[config.mk]
export PLATFORM = sky130hd
export DESIGN_NAME = pcs_descrambler
export DESIGN_NICKNAME = d
export VERILOG_FILES = /design/src/rtl/pcs_descrambler.sv
export SDC_FILE = /design/constraint.sdc
export NUM_CORES = 1
export LEC_CHECK = 0
export ABC_AREA = 1
export ABC_CLOCK_PERIOD_IN_PS = 2600
export BUFFER_PORTS_ARGS = -buffer_cell sky130_fd_sc_hd__clkbuf_2
export CAP_MARGIN = 20
export CELL_PAD_IN_SITES_DETAIL_PLACEMENT = 0
export CELL_PAD_IN_SITES_GLOBAL_PLACEMENT = 1
export CORE_AREA = 5 5 109 111
export CTS_CLUSTER_DIAMETER = 200
export DETAILED_ROUTE_END_ITERATION = 8
export DIE_AREA = 0 0 114 116
export GPL_ROUTABILITY_DRIVEN = 0
export GPL_TIMING_DRIVEN = 1
export PLACE_DENSITY = 0.92
export RECOVER_POWER = 100
export SLEW_MARGIN = 20
export SYNTH_ARGS = -nofsm -noshare
export SYNTH_HDL_FRONTEND = slang
export SYNTH_SLANG_ARGS = --single-unit
export TNS_END_PERCENT = 5
[constraint.sdc]
create_clock -name i_clk -period 2.6 [get_ports i_clk]
set_input_delay 0.26 -clock i_clk [delete_from_list [all_inputs] [get_ports i_clk]]
set_output_delay 0.26 -clock i_clk [all_outputs]
set_load 0.01 [all_outputs]
[src/rtl/pcs_descrambler.sv]
// Receive-side 64b/66b self-synchronizing descrambler, G(x) = 1 + x^39 + x^58.
// Tracks fill of the 58-bit state for lock reporting and counts invalid sync headers.
module pcs_descrambler #(
   parameter int DATA_WIDTH         = 32,
   parameter bit DESCRAMBLER_BYPASS = 1'b0,
   parameter int ERR_CNT_WIDTH      = 8
) (
   input  logic                     i_clk,
   input  logic                     i_reset,
   input  logic                     i_block_lock,
   input  logic                     i_data_valid,
   input  logic [DATA_WIDTH-1:0]    i_data,
   input  logic                     i_hdr_valid,
   input  logic [1:0]               i_hdr,
   output logic                     o_data_valid,
   output logic [DATA_WIDTH-1:0]    o_data,
   output logic                     o_hdr_valid,
   output logic [1:0]               o_hdr,
   output logic                     o_locked,
   output logic [ERR_CNT_WIDTH-1:0] o_hdr_err_cnt
);

   typedef enum logic {FILL, LOCKED} state_t;

   state_t                state, state_next;
   logic                  fill_cnt, fill_cnt_next;
   logic [57:0]           lfsr, lfsr_next;
   logic [DATA_WIDTH-1:0] descr;
   logic                  hdr_bad;

   // Unrolled serial descrambler: the received (scrambled) bit feeds the state.
   always_comb begin : descramble
      logic [57:0] s;
      s     = lfsr;
      descr = '0;
      for (int i = 0; i < DATA_WIDTH; i++) begin
         descr[i] = i_data[i] ^ s[38] ^ s[57];
         s        = {s[56:0], i_data[i]};
      end
      lfsr_next = s;
   end

   // Two valid words (64 bits) fully seed the 58-bit state; loss of block lock restarts the fill.
   always_comb begin
      state_next    = state;
      fill_cnt_next = fill_cnt;
      if (!i_block_lock) begin
         state_next    = FILL;
         fill_cnt_next = 1'b0;
      end else if (i_data_valid && state == FILL) begin
         if (fill_cnt) begin
            state_next    = LOCKED;
            fill_cnt_next = 1'b0;
         end else begin
            fill_cnt_next = 1'b1;
         end
      end
   end

   assign hdr_bad  = i_data_valid && i_hdr_valid && i_block_lock &&
                     (i_hdr == 2'b00 || i_hdr == 2'b11);
   assign o_locked = (state == LOCKED);

   always_ff @(posedge i_clk) begin
      if (i_reset) begin
         state         <= FILL;
         fill_cnt      <= 1'b0;
         lfsr          <= '0;
         o_data_valid  <= 1'b0;
         o_data        <= '0;
         o_hdr_valid   <= 1'b0;
         o_hdr         <= 2'b00;
         o_hdr_err_cnt <= '0;
      end else begin
         state        <= state_next;
         fill_cnt     <= fill_cnt_next;
         o_data_valid <= i_data_valid;
         o_hdr_valid  <= i_hdr_valid && i_data_valid;
         o_hdr        <= i_hdr;
         if (i_data_valid) begin
            lfsr   <= lfsr_next;
            o_data <= DESCRAMBLER_BYPASS ? i_data : descr;
         end
         if (hdr_bad && o_hdr_err_cnt != {ERR_CNT_WIDTH{1'b1}})
            o_hdr_err_cnt <= o_hdr_err_cnt + 1'b1;
      end
   end

endmodule

Word level (Yosys, flattened, before mapping)
Index checks and enable logic that the tools add are counted.

storage, ports and cells
  bits in registers = 104
  bits in latches = 0
  bits in writable memories = 0
  memory bits (read-only) = 0
  output and inout port bits = 45
  logic and storage cells = 87
  memories = 0

cells by class
  $add $sub $neg = 1
  multiply operators = 0
  divide/modulo/power cells = 0
  order comparisons = 0
  equality and inequality tests = 2
  shift-type cells = 0
  muxes and demuxes = 1
  bitwise gates (word level) = 66
  reductions and logical operators = 9

operator list
  kind                                          number
  bitwise XOR 1 bit                             64
  adder 8 x 1 -> 8 bit, second input constant   1
  inequality test 8 bit, second input constant  1
  logical AND 1 bit                             5
  equality test 2 bit, second input constant    1
  zero test 2 bit                               1
  NOT 1 bit                                     2
  AND reduction 2 bit                           1
  OR reduction 2 bit                            1
  logical OR 1 bit                              1
  2-to-1 mux 1 bit                              1

Logic depth before layout (Yosys ltp)
Gate-level depths: netlist of run 1.

  word-level depth = 4
  depth in mapped cells = 8

Worst setup path after synthesis of run 1
Ideal clock, no wire load.

  kind = register to register
  start point = register o_hdr_err_cnt[0]
  end point = register o_hdr_err_cnt[4]
  setup time = 0.070 ns
  data arrival time = 1.212 ns
  data required time = 2.530 ns
  slack = 1.318 ns
  stages on the path, launching flop included = 8
  path buffers = 0
  cells stage by stage = dfxtp_1 > ha_1 > nand2_2 > nor2_4 > nand2_4 > nand2_2 > nand2_1 > a21oi_1

between the ends
  longest elaborated chain between the ends = 2
  elaborated cells between the ends (all ways) = 3

RTL lines
  item                                                          line  text
  start: declaration                                            20    output logic [ERR_CNT_WIDTH-1:0] o_hdr_err_cnt
  start signal: assignment                                      85    o_hdr_err_cnt <= o_hdr_err_cnt + 1'b1;
  branches (longest 2 deep; another with adder 8 x 1 -> 8 bit)  -

Parallel ways; which one is timed is not known.
A chain may end at the register's enable or synchronous reset.

==> out/qor.yml, run 1 <==
yosys:
  netlist_area_sq_um: 4530
  ys_top_cells_by_area: "dfxtp_1 46%, nand2_1 13%, nor2_1 9.4%, xnor2_1 5.4%, o21ai_0 5.2%"
  synth.top_cell.area_share_pct: 46.0
  ys_seq_elements: 104
  post-synth-top-area-cell: "dfxtp_1"
  post_synth.cell_area_avg_sq_um: 7.24
  syn-instance-count: 625
  synth.distinct_cells: 29
  seq_area_frac_synth_pct: 46.0
  synth_warnings: 0
  syn_nets: 665
floorplan:
  rows: 38
  die_x_microns: 114
  die_h_microns: 116
  core_sq_um: 10700
  initial_core_util_pct: 42.3
  ios: 84
  dieArea_sq_um: 13200
clock_tree:
  postCtsSetupRepairBufs: 0
  htree_num_levels: 3
  cts_tree: "yes"
  ctsResizeCount: 0
  cts_sinks: 104
  ctsRootBufferMaster: "clkbuf_8"
  postCtsHoldBufs: 0
  clkLatencyLatePin_ns: 0.37
  cts_buffer_depth: 2
  cts_buffers: 9
  path_clk_slew_ns: 0.09
global_routing:
  grt.busiest_layer: "met2"
  grtUsageMet3_pct: 3.60
  grt_pass1_wl_mm: 18.0
  grt_overflow: 0
  antenna_found_initial: 0
  grtUsageTotal_pct: 17.0
  grt_pass1_vias: 3697
  use_met1_pct: 23.9
  grt_max_degree: 48
  grt_use_met2_pct: 26.2
sta:
  clock_skew_ns: 0.0102
  rsz0062_at_grt: "no"
  slew_headroom_pct: 9.59
  maxClockFrequency_ghz: 0.559
  worst_pin_slew_ns: 1.36
  finalHoldViolCount: 0
  setup_tns_ns: 0
  hold_slack_ns: 0.124
  period_minus_slack_ns: 1.79
  final-setup-viol-count: 0
  slew_violations: 0
  fin_crit_sh_pct: 68.8
placement:
  dp_hpwl_mm: 8.05
  dp_cells: 824
  io_buffers: 83
worst_setup_path:
  critPathBufInv: 4
  ff2ff_setup_slack_ns: 0.86
  rr_worst_depth: 7
  crit_path_end_kind: "flip-flop"
  r2r_start: "o_hdr_err_cnt[0]"
  crit_family: "buffers and inverters"
  startpoint_type: "primary input"
  slowest_stage: "clkbuf_1"
  cp_max_fo: 46
  slowest_delay_ns: 0.98
  crit_chain: "clkbuf_2 -> clkbuf_1 -> clkinv_1 -> buf_4 -> o21ai_0 -> a21oi_1"
  path_class: "in2reg"
  r2r-end: "o_hdr_err_cnt[2]"
  crit_arrival_ns: 2.02
  critPathRequiredTime_ns: 2.83
route:
  drt-vias-per-instance: 4.79
  drc: 0
  wl_per_cell_microns: 13.3
  drt_first_pass_iters: 5
  wirelength_mm: 11.2
  vias: 4027
  drt_iter0_markers: 330
  ant_nets: 0
power_and_ir_drop:
  power_density_nw_per_um2: 650
  p_leak_uw: 0.00220
  vdd_drop_max_v: 0.000380
min_path:
  hp-start: "i_hdr[1]"
  hp-class: "in2reg"
  whs_endpoint: "o_hdr[1]"
  holdPathStages: 3
cells_and_area:
  layout.nets: 735
  area_growth_pct: 13.8
  drive_gt1_share_pct: 11.7
  insertedDiodeCount: 0
  fin_cells: 840
  final_common_cell: "nand2_1"
  final_util_pct: 48.2
  final_cell_mix: "159 x nand2_1, 114 x nor2_1, 104 x dfxtp_1, 48 x o21ai_0, 46 x clkbuf_1"
flow_run:
  max_cap_viol_count: 0
status:
  outcome: "complete, no violations"
[kinds of logic after synthesis]
kind of cell | after synthesis | share of synthesized area, %
AOI/OAI and AO/OA | 103 | 11.4
DFF | 104 | 46.0
xor gates and xnor gates | 29 | 5.61
and+or+nand+nor | 326 | 30.1
buffers and inverters | 62 | 6.66
adders and majority gates | 1 | 0.276
[worst reg2reg max path, delay by kind of cell, from the launching register on]
kind,cells,cell delay [ns]
adders and majority gates,1,0.23
and+or+nand+nor,5,0.84
DFF,1,0.45
AOI/OAI and AO/OA,1,0.14
[cells in the mapped netlist, drive strengths merged]
library cell	number
buf	22
a21oi	40
o21ai	63
xnor2	28
nor3	5
nor4	1
and2	1
nand3	20
nor2	132
nand2	159
nor3b	1
dfxtp	104
clkinv	1
xor2	1
ha	1
nand2b	5
nand4	2
clkbuf	10
inv	29
[per-layer routing]
layer	vias up	wire, microns
li1	2110	-
met2	85	4950
met3	12	529
met5	-	0
met4	0	133
met1	1820	5560
[metrics by stage]
stage               area (sq um)  power (uW)  setup slack (ns)
global placement            5000        2250              1.19
global route                5150        3520             0.588
finish                      5150        3350             0.810
floorplan                   4530        2100              1.32
CTS                         5230        3400              1.18
detailed placement          5000        2260              1.12
[worst max path at each step]
stage	startpoint	to	slack (ns)	depth (start not counted)
finish	i_reset	lfsr[10]	0.81	6
global route	i_reset	lfsr[41]	0.59	6
CTS	o_hdr_err_cnt[0]	o_hdr_err_cnt[2]	1.18	7
detailed placement	i_data_valid	o_data[22]	1.12	7
global placement	i_data_valid	o_data[22]	1.19	7
floorplan	o_hdr_err_cnt[0]	o_hdr_err_cnt[4]	1.32	7
[sequential cells by signal (all words and copies together) (netlist names)]
name / cells
fill_cnt: 1
lfsr: 58
o_data: 32
o_data_valid: 1
o_hdr: 2
o_hdr_err_cnt: 8
o_hdr_valid: 1
o_locked: 1
[power breakdown]
group          leakage, uW  internal (uW)  switching, uW
registers         0.000858           1690           74.2
logic              0.00122            173            273
clock network     0.000119            594            541
[area by class of cell]
| class | count | area, sq um |
|---|---|---|
| clock inverters | 5 | 78.8 |
| clock buffers | 11 | 151 |
| multi-input cells | 459 | 2120 |
| flip-flops and latches | 104 | 2080 |
| fillers | 1111 | 5540 |
| inverters | 30 | 115 |
| repair buffers | 91 | 428 |
| well taps | 140 | 175 |
No activity file was read; power rests on OpenSTA's default activity.
==> run 2: changes to the inputs <==
- ABC_CLOCK_PERIOD_IN_PS: 2600 -> 1500
- CORE_AREA: 5 5 109 111 -> 5 5 119 121
- DIE_AREA: 0 0 114 116 -> 0 0 124 126
- PLACE_DENSITY: 0.92 -> 0.82
- clock period: 2.6 -> 1.5 ns (I/O delays scaled with it)
==> run 2 against run 1 <==
  * Worst setup slack worse by 0.68 ns
  * Sequential share of layout area down 0.77 points
  * Clock skew down 0.0052 ns
  * Register-to-register slack worse by 0.73 ns
  * Largest cell class unchanged
  * Design area up 1.9%
  * Critical endpoint is now o_hdr_err_cnt[4]
==> out/qor.yml, run 2 (same netlist as run 1, synthesis figures left out) <==
status:
  outcome: "complete, no violations"
cells_and_area:
  seqCellArea_sq_um: 2080
  area_growth_pct: 16.1
  largest_registers: "lfsr x58, o_data x32, o_hdr_err_cnt x8"
  drive_gt1_share_pct: 10.6
  nFillCells: 1409
  fin_cells: 876
  multi_input_area_sq_um: 2120
  final_cell_mix: "156 x nand2_1, 120 x nor2_1, 104 x dfxtp_1, 56 x o21ai_0, 50 x clkbuf_1"
  insertedDiodeCount: 0
  largest_register_ffs: 58
  layout.nets: 737
  largest-register: "lfsr"
  final_common_cell: "nand2_1"
  final_cell_area_sq_um: 5250
power_and_ir_drop:
  p_leak_uw: 0.00223
  power_density_nw_per_um2: 1170
  vdd_drop_max_v: 0.000574
global_routing:
  grt_pass1_wl_mm: 19.0
  grt_max_degree: 59
  grtUsageTotal_pct: 15.5
  grt_pass1_vias: 3764
  antenna_found_initial: 0
  grt_overflow: 0
route:
  ant_nets: 0
  wl_per_cell_microns: 13.5
  drt-vias-per-instance: 4.63
  wirelength_mm: 11.8
  drt_first_pass_iters: 4
  drc: 0
  drt_iter0_markers: 218
  vias: 4060
placement:
  placed_area_sq_um: 5100
  dp_hpwl_mm: 8.53
  dp_slack_ns: 0.129
  io_buffers: 83
  dp_cells: 862
sta:
  finalHoldViolCount: 0
  clock_skew_ns: 0.00495
  hold_slack_ns: 0.0342
  rsz0062_at_grt: "no"
  slew_headroom_pct: 47.7
  final-setup-viol-count: 0
  period_minus_slack_ns: 1.37
  setup_tns_ns: 0
  slew_violations: 0
  fin_crit_sh_pct: 91.2
  fin_ws_ns: 0.131
  maxClockFrequency_ghz: 0.731
  worst_pin_slew_ns: 0.785
clock_tree:
  htree_num_levels: 3
  cts_buffer_depth: 2
  path_clk_slew_ns: 0.07
  ctsResizeCount: 0
  postCtsHoldBufs: 0
  postCtsSetupRepairBufs: 0
  cts_sinks: 104
  cts_buffers: 9
  cts_tree: "yes"
  clkLatencyLatePin_ns: 0.35
  ctsRootBufferMaster: "clkbuf_16"
worst_setup_path:
  slowest_stage: "dfxtp_1"
  crit_arrival_ns: 1.65
  critPathRequiredTime_ns: 1.78
  slowest_delay_ns: 0.43
  path_class: "reg2reg"
  cp_max_fo: 10
  cp_common_cell: "nand2_2"
  crit_family: "simple AND/OR/NAND/NOR gates"
  startpoint_type: "flip-flop"
  crit_path_end_kind: "flip-flop"
  critPathBufInv: 0
  crit_chain: "ha_1 -> nand2_2 -> nor2_4 -> nand2_4 -> nand2_2 -> nand2_1 -> a21oi_1"
floorplan:
  rows: 42
  die_x_microns: 124
  ios: 84
  initial_core_util_pct: 34.9
  die_h_microns: 126
  dieArea_sq_um: 15600
  core_sq_um: 13000
flow_run:
  max_cap_viol_count: 0
min_path:
  hp-class: "in2reg"
-- run 2: cell count changes in the layout (fill, tap and decap cells not counted), moves of 2 or more --
cell and change:
clkbuf_8 -11, nand2_2 +2, clkbuf_2 +2, clkbuf_1 +4
nand2_1 -3, buf_4 -4, nor2_2 -7, clkbuf_16 +9
o21ai_0 +8, nor2_1 +6, o21ai_1 -8
-- run 2: worst reg2reg max path, stage by stage (launching register included) --
cell     delay (ns)
dfxtp_1        0.43
ha_1           0.23
nand2_2        0.10
nor2_4         0.13
nand2_4        0.10
nand2_2        0.12
nand2_1        0.06
a21oi_1        0.13
-- run 2: metal layers --
metal / GRT usage [%] / vias up / part of all wire, %
met1: 21.3 / 1857 / 48
met4: 5.99 / 0 / 1.7
li1: - / 2113 / -
met3: 3.09 / 11 / 5.0
met2: 23.8 / 79 / 45
met5: 0 / - / 0
-- run 2: cell type report --
class	count	share of cell area, %
Tap cell	176	4.19
Sequential cell	104	39.6
Clock buffer	10	4.36
Clock inverter	4	0.905
Multi-Input combinational cell	459	40.4
Timing Repair Buffer	93	8.36
Inverter	30	2.19
-- run 2: power breakdown --
part / total (uW) / internal, uW / leakage, uW / switching [uW]
clock network: 2290 / 1270 / 0.000134 / 1020
registers: 3060 / 2940 / 0.000858 / 125
logic: 771 / 297 / 0.00124 / 474
-- run 2: per-stage QoR --
stage                     power (uW)  utilization (%)
after floorplan                 3650                -
after CTS                       6250             41.4
final                           6130             40.5
after detailed placement        3950             39.3
after global routing            6440             40.5
after global placement          3930             39.3
-- run 2: path summary, 6_finish.rpt --
kind / start / to / slack [ns] / cells after the start
worst min register to register: lfsr[46] / lfsr[46] / 0.48 / 2
worst max-delay path: o_hdr_err_cnt[0] / o_hdr_err_cnt[4] / 0.13 / 7
worst max register to register: o_hdr_err_cnt[0] / o_hdr_err_cnt[4] / 0.13 / 7
worst min-delay path: i_hdr[0] / o_hdr[0] / 0.03 / 3
